--- config.mk ---
export PLATFORM = sky130hd
export DESIGN_NAME = legv8_seq_ctrl_flat
export DESIGN_NICKNAME = d
export VERILOG_FILES = /design/src/rtl/legv8_seq_ctrl_pkg.sv /design/src/rtl/legv8_seq_ctrl_if.sv /design/src/rtl/legv8_decoder.sv /design/src/rtl/legv8_seq_ctrl.sv /design/src/flat_wrapper.sv
export SDC_FILE = /design/constraint.sdc
export NUM_CORES = 1
export LEC_CHECK = 0
export ABC_AREA = 0
export CORE_MARGIN = 2
export CORE_UTILIZATION = 52
export DETAILED_ROUTE_END_ITERATION = 8
export PLACE_DENSITY = 0.86
export SLEW_MARGIN = 20
export SYNTH_ARGS = -nofsm -noshare
export SYNTH_HDL_FRONTEND = slang
export SYNTH_HIERARCHICAL = 1
export SYNTH_SLANG_ARGS = --single-unit
--- constraint.sdc ---
create_clock -name clock -period 5.8 [get_ports clock]
set_input_delay 1.16 -clock clock [delete_from_list [all_inputs] [get_ports clock]]
set_output_delay 1.16 -clock clock [all_outputs]
set_load 0.01 [all_outputs]
--- src/rtl/legv8_seq_ctrl_pkg.sv ---
// Shared constants for the LEGv8 sequencer: opcodes, ALU function codes, FSM states and
// ControlWord field offsets.
package legv8_ctrl_pkg;

  localparam logic [10:0] OpAdd  = 11'b10001011000;
  localparam logic [10:0] OpSub  = 11'b11001011000;
  localparam logic [10:0] OpAnd  = 11'b10001010000;
  localparam logic [10:0] OpOrr  = 11'b10101010000;
  localparam logic [10:0] OpLdur = 11'b11111000010;
  localparam logic [10:0] OpStur = 11'b11111000000;
  localparam logic [9:0]  OpAddi = 10'b1001000100;
  localparam logic [9:0]  OpSubi = 10'b1101000100;
  localparam logic [8:0]  OpMovz = 9'b110100101;
  localparam logic [7:0]  OpCbz  = 8'b10110100;
  localparam logic [7:0]  OpCbnz = 8'b10110101;
  localparam logic [5:0]  OpB    = 6'b000101;

  localparam logic [4:0] FsAdd = 5'b01000;
  localparam logic [4:0] FsSub = 5'b01011;
  localparam logic [4:0] FsAnd = 5'b00000;
  localparam logic [4:0] FsOrr = 5'b00100;

  localparam logic [4:0] Xzr = 5'd31;

  localparam int unsigned CwWidth = 25;
  localparam int unsigned CwSa    = 20;
  localparam int unsigned CwSb    = 15;
  localparam int unsigned CwDa    = 10;
  localparam int unsigned CwRw    = 9;
  localparam int unsigned CwMw    = 8;
  localparam int unsigned CwFs    = 3;
  localparam int unsigned CwBsel  = 2;
  localparam int unsigned CwEnMem = 1;
  localparam int unsigned CwEnAlu = 0;

  typedef enum logic [1:0] {
    StFetch,
    StDecode,
    StExec,
    StHalt
  } state_e;

endpackage

--- src/rtl/legv8_seq_ctrl_if.sv ---
// Instruction-memory request/acknowledge port of the LEGv8 sequencer.
interface legv8_seq_ctrl_if;
  logic        imem_req;
  logic [63:0] imem_addr;
  logic        imem_ack;
  logic [31:0] imem_rdata;

  modport master (
    output imem_req,
    output imem_addr,
    input  imem_ack,
    input  imem_rdata
  );

  modport slave (
    input  imem_req,
    input  imem_addr,
    output imem_ack,
    output imem_rdata
  );
endinterface

--- src/rtl/legv8_decoder.sv ---
// Combinational LEGv8 subset decoder: instruction word to ControlWord, constant and branch
// flags. Branch opcodes are decoded only when LEGV8_CTRL_BRANCH_EN is defined.
module legv8_decoder
  import legv8_ctrl_pkg::*;
(
  input  logic [31:0]        ir,
  output logic [CwWidth-1:0] control_word,
  output logic [63:0]        constant,
  output logic               is_branch,
  output logic               is_cond,
  output logic               cond_nz,
  output logic               illegal
);

  logic [4:0]  sa, sb, da, fs;
  logic        reg_write, mem_write, bsel, en_mem, en_alu;
  logic [4:0]  rd, rn, rm;
  logic [11:0] imm12;
  logic [8:0]  addr9;
  logic [15:0] imm16;
  logic [1:0]  hw;

  assign rd    = ir[4:0];
  assign rn    = ir[9:5];
  assign rm    = ir[20:16];
  assign imm12 = ir[21:10];
  assign addr9 = ir[20:12];
  assign imm16 = ir[20:5];
  assign hw    = ir[22:21];

  always_comb begin
    sa        = '0;
    sb        = '0;
    da        = '0;
    fs        = FsAdd;
    reg_write = 1'b0;
    mem_write = 1'b0;
    bsel      = 1'b0;
    en_mem    = 1'b0;
    en_alu    = 1'b0;
    constant  = '0;
    is_branch = 1'b0;
    is_cond   = 1'b0;
    cond_nz   = 1'b0;
    illegal   = 1'b0;

    if (ir[31:21] == OpAdd || ir[31:21] == OpSub ||
        ir[31:21] == OpAnd || ir[31:21] == OpOrr) begin
      sa        = rn;
      sb        = rm;
      da        = rd;
      en_alu    = 1'b1;
      reg_write = 1'b1;
      if (ir[31:21] == OpSub)      fs = FsSub;
      else if (ir[31:21] == OpAnd) fs = FsAnd;
      else if (ir[31:21] == OpOrr) fs = FsOrr;
      else                         fs = FsAdd;
    end else if (ir[31:22] == OpAddi || ir[31:22] == OpSubi) begin
      sa        = rn;
      sb        = rm;
      da        = rd;
      bsel      = 1'b1;
      en_alu    = 1'b1;
      reg_write = 1'b1;
      fs        = (ir[31:22] == OpSubi) ? FsSub : FsAdd;
      constant  = {52'd0, imm12};
    end else if (ir[31:21] == OpLdur) begin
      sa        = rn;
      da        = rd;
      bsel      = 1'b1;
      en_mem    = 1'b1;
      reg_write = 1'b1;
      constant  = {{55{addr9[8]}}, addr9};
    end else if (ir[31:21] == OpStur) begin
      sa        = rn;
      sb        = rd;
      bsel      = 1'b1;
      mem_write = 1'b1;
      constant  = {{55{addr9[8]}}, addr9};
    end else if (ir[31:23] == OpMovz) begin
      sa        = Xzr;
      da        = rd;
      bsel      = 1'b1;
      fs        = FsOrr;
      en_alu    = 1'b1;
      reg_write = 1'b1;
      constant  = {48'd0, imm16} << {hw, 4'b0000};
    end else if (ir[31:24] == OpCbz || ir[31:24] == OpCbnz) begin
`ifdef LEGV8_CTRL_BRANCH_EN
      sa      = Xzr;
      sb      = rd;
      is_cond = 1'b1;
      cond_nz = ir[24];
`else
      illegal = 1'b1;
`endif
    end else if (ir[31:26] == OpB) begin
`ifdef LEGV8_CTRL_BRANCH_EN
      is_branch = 1'b1;
`else
      illegal = 1'b1;
`endif
    end else begin
      illegal = 1'b1;
    end
  end

  assign control_word = {sa, sb, da, reg_write, mem_write, fs, bsel, en_mem, en_alu};

endmodule

--- src/rtl/legv8_seq_ctrl.sv ---
// Multi-cycle LEGv8 sequencer: FETCH/DECODE/EXEC/HALT FSM, pc, IR and registered datapath
// controls. Define LEGV8_CTRL_BRANCH_EN to enable B/CBZ/CBNZ.
module legv8_seq_ctrl
  import legv8_ctrl_pkg::*;
#(
  parameter logic [63:0] RESET_PC = 64'h0
) (
  input  logic               clock,
  input  logic               reset,
  legv8_seq_ctrl_if.master   imem,
  input  logic [3:0]         status,
  output logic [CwWidth-1:0] ControlWord,
  output logic [63:0]        constant,
  output logic [63:0]        pc,
  output logic               retire,
  output logic               halted
);

  state_e              state_q, state_d;
  logic [63:0]         pc_q, pc_d, pc_next;
  logic [31:0]         ir_q, ir_d;
  logic [CwWidth-1:0]  cw_q, cw_d, dec_cw;
  logic [63:0]         const_q, const_d, dec_const;
  logic                is_branch, is_cond, cond_nz, illegal;

  legv8_decoder u_decoder (
    .ir           (ir_q),
    .control_word (dec_cw),
    .constant     (dec_const),
    .is_branch    (is_branch),
    .is_cond      (is_cond),
    .cond_nz      (cond_nz),
    .illegal      (illegal)
  );

`ifdef LEGV8_CTRL_BRANCH_EN
  logic        taken;
  logic [63:0] offset;
  logic        unused_status;

  assign unused_status = ^status[3:1];

  // CBZ takes on Z=1, CBNZ on Z=0; IR is stable through EXEC so decode flags are live.
  always_comb begin
    taken   = is_branch | (is_cond & (status[0] ^ cond_nz));
    offset  = is_branch ? {{38{ir_q[25]}}, ir_q[25:0]} : {{45{ir_q[23]}}, ir_q[23:5]};
    pc_next = taken ? (pc_q + (offset << 2)) : (pc_q + 64'd4);
  end
`else
  logic unused_branch;

  assign unused_branch = ^{status, is_branch, is_cond, cond_nz};
  assign pc_next       = pc_q + 64'd4;
`endif

  always_comb begin
    state_d = state_q;
    pc_d    = pc_q;
    ir_d    = ir_q;
    cw_d    = cw_q;
    const_d = const_q;
    unique case (state_q)
      StFetch: begin
        if (imem.imem_ack) begin
          ir_d    = imem.imem_rdata;
          state_d = StDecode;
        end
      end
      StDecode: begin
        if (illegal) begin
          state_d = StHalt;
        end else begin
          cw_d    = dec_cw;
          const_d = dec_const;
          state_d = StExec;
        end
      end
      StExec: begin
        pc_d    = pc_next;
        cw_d    = '0;
        state_d = StFetch;
      end
      StHalt: begin
        cw_d = '0;
      end
      default: state_d = StHalt;
    endcase
  end

  always_ff @(posedge clock) begin
    if (reset) begin
      state_q <= StFetch;
      pc_q    <= RESET_PC;
      ir_q    <= '0;
      cw_q    <= '0;
      const_q <= '0;
    end else begin
      state_q <= state_d;
      pc_q    <= pc_d;
      ir_q    <= ir_d;
      cw_q    <= cw_d;
      const_q <= const_d;
    end
  end

  // Reset is synchronous, so mask the registered outputs during the reset cycle itself.
  assign imem.imem_req  = (state_q == StFetch) && !reset;
  assign imem.imem_addr = pc_q;
  assign ControlWord    = reset ? '0 : cw_q;
  assign retire         = (state_q == StExec) && !reset;
  assign halted         = (state_q == StHalt);
  assign constant       = const_q;
  assign pc             = pc_q;

endmodule

--- src/flat_wrapper.sv ---
// flat-port wrapper written by rule: the top's interface ports become plain ports
module legv8_seq_ctrl_flat import legv8_ctrl_pkg::*;
#(
  parameter logic [63:0] RESET_PC = 64'h0
)
  (clock, reset, status, ControlWord, constant, pc, retire, halted, imem_imem_req, imem_imem_addr, imem_imem_ack, imem_imem_rdata);
  legv8_seq_ctrl_if imem_i ();
  input  logic clock;
  input  logic reset;
  input  logic [3:0] status;
  output logic [CwWidth-1:0] ControlWord;
  output logic [63:0] constant;
  output logic [63:0] pc;
  output logic retire;
  output logic halted;
  output wire logic [$bits(imem_i.imem_req)-1:0] imem_imem_req;
  output wire logic [$bits(imem_i.imem_addr)-1:0] imem_imem_addr;
  input wire logic [$bits(imem_i.imem_ack)-1:0] imem_imem_ack;
  input wire logic [$bits(imem_i.imem_rdata)-1:0] imem_imem_rdata;
  assign imem_imem_req = imem_i.imem_req;
  assign imem_imem_addr = imem_i.imem_addr;
  assign imem_i.imem_ack = imem_imem_ack;
  assign imem_i.imem_rdata = imem_imem_rdata;
  legv8_seq_ctrl #(.RESET_PC(RESET_PC)) u_core (.clock(clock), .reset(reset), .imem(imem_i), .status(status), .ControlWord(ControlWord), .constant(constant), .pc(pc), .retire(retire), .halted(halted));
endmodule
==> results.cfg, run 1 <==
[status]
status = complete, no violations

[cells_and_area]
nNetsFinal = 1338
drive_gt1_frac = 0.04882
area_delta_synth_final_pct = 29.11
final_common_cell = nand2_1
multi_input_area_mm2 = 0.004397
mostFrequentLayoutCells = nand2_1 (326), clkdlybuf4s50_1 (249), dfxtp_1 (185)
register_area_mm2 = 0.003704
fillers = 1390

[yosys]
yosysWarnings = 6
synth_cells = 1159
netlist_area_mm2 = 0.008950
syn-mean-instance-area_um2 = 7.722

[cts]
cts_buffer_depth = 2
holdBufCountCts = 0
worstSkewPairLatency_ns = 0.43
clock_sinks = 185
cts_resized = 0
cts_root_buffer = clkbuf_16
cts_tree = done
htree_levels = 4
cts-buffers-inserted = 17
clkTransAtPathRegs_ns = 0.07
post-cts-setup-buffers = 0

[sta]
period_share = 0.6294
rsz0062_at_grt = false
min_period_ns = 3.650
finalHoldViolations = 0
fin_tns_setup_ns = 0
fmax_ghz = 0.2740
drv_slew = 0
slew_headroom = 0.4230
hold_ws_ns = 0.4562
skew_ns = 0.009991
worst_pin_slew_ns = 0.8591
setup_viol = 0

[floorplanning]
start_util = 0.5359
rows = 47
ios = 259
die_w_um = 135.2
dieArea_mm2 = 0.01828
coreArea_mm2 = 0.01670
fp.dieH_um = 135.2

[placed_design]
dp_hpwl_um = 17180
gp_congestion = 0.9304
port-buffer-count = 250

[drt]
drc_errors = 0
drt_iter0_drc = 784
via_per_inst = 5.659
routed_wl_um = 25660
dr.pass1.iters = 5
ant_nets = 0
wl_per_cell_um = 16.75
via_count = 8669

[grt]
grt_antenna_before_repair = 2
grt_first_pass_wirelength_um = 39680
grt_use_total = 0.2740
grt_pass1_vias = 7780
grt_start_max_net_pins = 113
overflow = 0

[job]
drv_cap = 0

[worst_setup_path]
cp_cell_sequence = buf_6, nor2b_1, clkdlybuf4s50_1
cp-start-kind = input pin
crit_type = in2out
r2r_slack_ns = 2.52
cp.arrival_ns = 2.49
r2r-start = u_core/ir_q[31]
worst-r2r-cell-count = 9
cp.required_ns = 4.64
crit_slowest_cell = buf_6
crit_start = reset
max_stage_delay_ns = 0.57
path_buf_inv = 2
timing.rr.end = u_core/cw_q[2]
endpoint_kind = output port
critPathTopFamily = buffers and inverters
timing.critical_path.fanout_max = 112

[min_path]
hold_path_startpoint = u_core/constant[16]
hold_depth = 2
hp-class = reg2reg
hold_path_end = u_core/constant[16]

[power_and_ir_drop]
power.leakage_nw = 4.175
power_density_mw_per_mm2 = 226.9
ir_worst_vdd_mv = 0.2189
## where the power goes
part	switching (mW)	internal, mW	total, mW
clock	0.488	0.701	1.19
sequential	0.0361	1.29	1.32
combinational	0.0655	0.0449	0.110
## state kept, by name, summed over array words and instances, names as in the netlist
name	cells
u_core/imem.imem_addr	62
u_core/constant	64
u_core/ir_q	32
u_core/state_q	2
u_core/cw_q	25
## worst reg2reg max path, cell delays in order, from the launching register on
cell and delay (ns):
dfxtp_1 0.35, nor3b_2 0.42, nand4_1 0.66, nand2_4 0.33
nor3_1 0.11, nor2_1 0.24, nand2_4 0.40, nor2_1 0.23
buf_4 0.30, a22o_1 0.19
## area by class of cell
type                    count  area share
clock buffers              21     0.03985
repair buffers            254      0.2193
well taps                 220     0.02382
clock inverters            11     0.01256
diodes                      1   0.0002166
inverters                  10    0.003249
flip-flops and latches    185      0.3205
multi-input cells         830      0.3805
## metrics by stage
step	power, mW	instance area [um2]	worst slack, ns	util	instances
CTS	2.638	11550	2.155	0.6914	1531
floorplan	1.407	8961	2.832	-	1162
detailed placement	1.460	10940	2.155	0.6552	1499
finish	2.622	11550	2.150	0.6919	1532
global placement	1.457	10940	2.166	0.6549	1499
global route	2.705	11550	2.040	0.6917	1531
## how the worst max path moves through the flow
stage                      to  slack (ns)  cells past startpoint
4_1_cts        ControlWord[8]        2.15                      3
3_5_place_dp   ControlWord[8]        2.15                      3
5_1_grt        ControlWord[1]        2.04                      3
6_report       ControlWord[1]        2.15                      3
3_3_place_gp   ControlWord[1]        2.17                      3
2_1_floorplan   imem_imem_req        2.83                      3
## metal layers
metal	wire length, um	track usage	vias up
met2	12380	0.4512	453
li1	-	-	4136
met1	10180	0.3448	4016
met5	13	0	-
met3	2364	0.06958	62
met4	719	0.1100	2
No activity file was read; power rests on OpenSTA's default activity.
==> run 2: changes to the inputs <==
--- a/config.mk
+++ b/config.mk
@@ -7,9 +7,9 @@
 export LEC_CHECK = 0
 export ABC_AREA = 0
 export CORE_MARGIN = 2
-export CORE_UTILIZATION = 52
+export CORE_UTILIZATION = 44
 export DETAILED_ROUTE_END_ITERATION = 8
-export PLACE_DENSITY = 0.86
+export PLACE_DENSITY = 0.78
 export SLEW_MARGIN = 20
 export SYNTH_ARGS = -nofsm -noshare
 export SYNTH_HDL_FRONTEND = slang
==> constraint.sdc (replaced) <==
create_clock -name clock -period 3.3 [get_ports clock]
set_input_delay 0.66 -clock clock [delete_from_list [all_inputs] [get_ports clock]]
set_output_delay 0.66 -clock clock [all_outputs]
set_load 0.01 [all_outputs]
==> results.cfg, run 2 (synthesis results as in run 1) <==
[floorplanning]
rows = 52
fp.dieH_um = 146.6
dieArea_mm2 = 0.02150
die_w_um = 146.6
ios = 259
coreArea_mm2 = 0.02010
start_util = 0.4452

[drt]
drc_errors = 0
drt_iter0_drc = 646
ant_nets = 0
dr.pass1.iters = 5
via_per_inst = 5.341
met2_length_um = 12140
wl_per_cell_um = 15.59
via_count = 8514
highest_layer = met5
wl_met3_um = 1547
wl_met1_um = 10670
routed_wl_um = 24860

[worst_setup_path]
path_buf_inv = 1
endpoint_kind = flip-flop
cp.arrival_ns = 3.05
crit_type = reg2reg
critPathTopFamily = simple AND/OR/NAND/NOR gates
cp-start-kind = flip-flop
cp.required_ns = 3.57
cp_cell_sequence = or4b_1, nor3_4, nor3_1, nor2_1, nand2_2, buf_4, nand2_1, a21oi_1
timing.critical_path.fanout_max = 64
max_stage_delay_ns = 0.79
crit_slowest_cell = or4b_1

[power_and_ir_drop]
ir_worst_vdd_mv = 0.3237
clkPwrFrac = 0.451
p_sw_frac = 0.2640
pwr-share-seq = 0.505
power.leakage_nw = 4.222
switching_power_mw = 1.213
power_density_mw_per_mm2 = 392.3
internal-power_mw = 3.382
comb_power_share = 0.044

[cts]
cts-buffers-inserted = 17
post-cts-setup-buffers = 0
cts_root_buffer = clkbuf_16
cts_buffer_depth = 2
worstSkewPairLatency_ns = 0.44
clock_sinks = 185
cts_resized = 0
cts_tree = done
holdBufCountCts = 0
htree_levels = 4
clkTransAtPathRegs_ns = 0.08

[grt]
overflow = 0
grt_pass1_vias = 7717
grt_first_pass_wirelength_um = 39410
grt_use_total = 0.2232
grt_start_max_net_pins = 101
grt_antenna_before_repair = 4

[sta]
skew_ns = 0.01508
min_period_ns = 2.777
period_share = 0.8416
fin_tns_setup_ns = 0
setup_viol = 0
worst_pin_slew_ns = 1.034
finalWorstSetupSlack_ns = 0.5227
rsz0062_at_grt = false
fmax_ghz = 0.3601
slew_headroom = 0.3107
finalHoldViolations = 0
drv_slew = 0
hold_ws_ns = 0.4561

[cells_and_area]
final_common_cell = nand2_1
largest_reg_flops = 64
area_delta_synth_final_pct = 30.88
drive_gt1_frac = 0.05602
nNetsFinal = 1348
layout.cells.non_filler = 1594
mostFrequentLayoutCells = nand2_1 (327), clkdlybuf4s50_1 (249), dfxtp_1 (185)

[job]
drv_cap = 0

[placed_design]
gp_congestion = 0.8736
pre_cts_slack_ns = 0.5568
dp.cells = 1559
port-buffer-count = 250
dp_hpwl_um = 17050

[status]
status = complete, no violations

[min_path]
hp-class = reg2reg
run 2: power by group through the flow:
| stage | Sequential, mW | Combinational [mW] | Clock, mW |
|---|---|---|---|
| 6_report | 2.32 | 0.201 | 2.07 |
| 5_1_grt | 2.32 | 0.220 | 2.19 |
| 4_1_cts | 2.32 | 0.201 | 2.12 |
| 3_5_place_dp | 2.37 | 0.198 | 0 |
| 3_3_place_gp | 2.37 | 0.196 | 0 |
| 2_1_floorplan | 2.34 | 0.132 | 0 |
run 2: final cells by class:
class | count | area (um2)
Inverter | 10 | 37.54
Antenna cell | 3 | 7.507
Clock buffer | 17 | 425.4
Multi-Input combinational cell | 830 | 4387
Clock inverter | 15 | 193.9
Sequential cell | 185 | 3704
Tap cell | 270 | 337.8
Fill cell | 1815 | 8391
Timing Repair Buffer | 264 | 2621
run 2: path summary, 6_finish.rpt:
check,from,end,cells after the start,slack (ns)
worst max-delay path,u_core/ir_q[29],u_core/constant[60],8,0.52
worst min-delay path,u_core/constant[13],u_core/constant[13],2,0.46
worst max register to register,u_core/ir_q[29],u_core/constant[60],8,0.52
worst min register to register,u_core/constant[13],u_core/constant[13],2,0.46
run 2: worst reg2reg max path: cells and delay by family (launching register included):
kind                   cells  cell delay (ns)
buffers and inverters      1             0.33
flip-flops                 1             0.37
AO/OA/AOI/OAI              1             0.08
AND/OR/NAND/NOR            6             1.84
run 2: metal layers:
metal | vias up | GRT usage
li1 | 4176 | -
met1 | 3988 | 0.2801
met2 | 307 | 0.3815
met3 | 41 | 0.04594
met4 | 2 | 0.07718
met5 | - | 0
run 2: stage by stage:
step	total power, mW	cell area [um2]	utilization
6_report	4.595	11710	0.5826
5_1_grt	4.739	11710	0.5824
4_1_cts	4.641	11710	0.5823
3_5_place_dp	2.571	11090	0.5515
3_3_place_gp	2.567	11090	0.5515
2_1_floorplan	2.473	8961	-
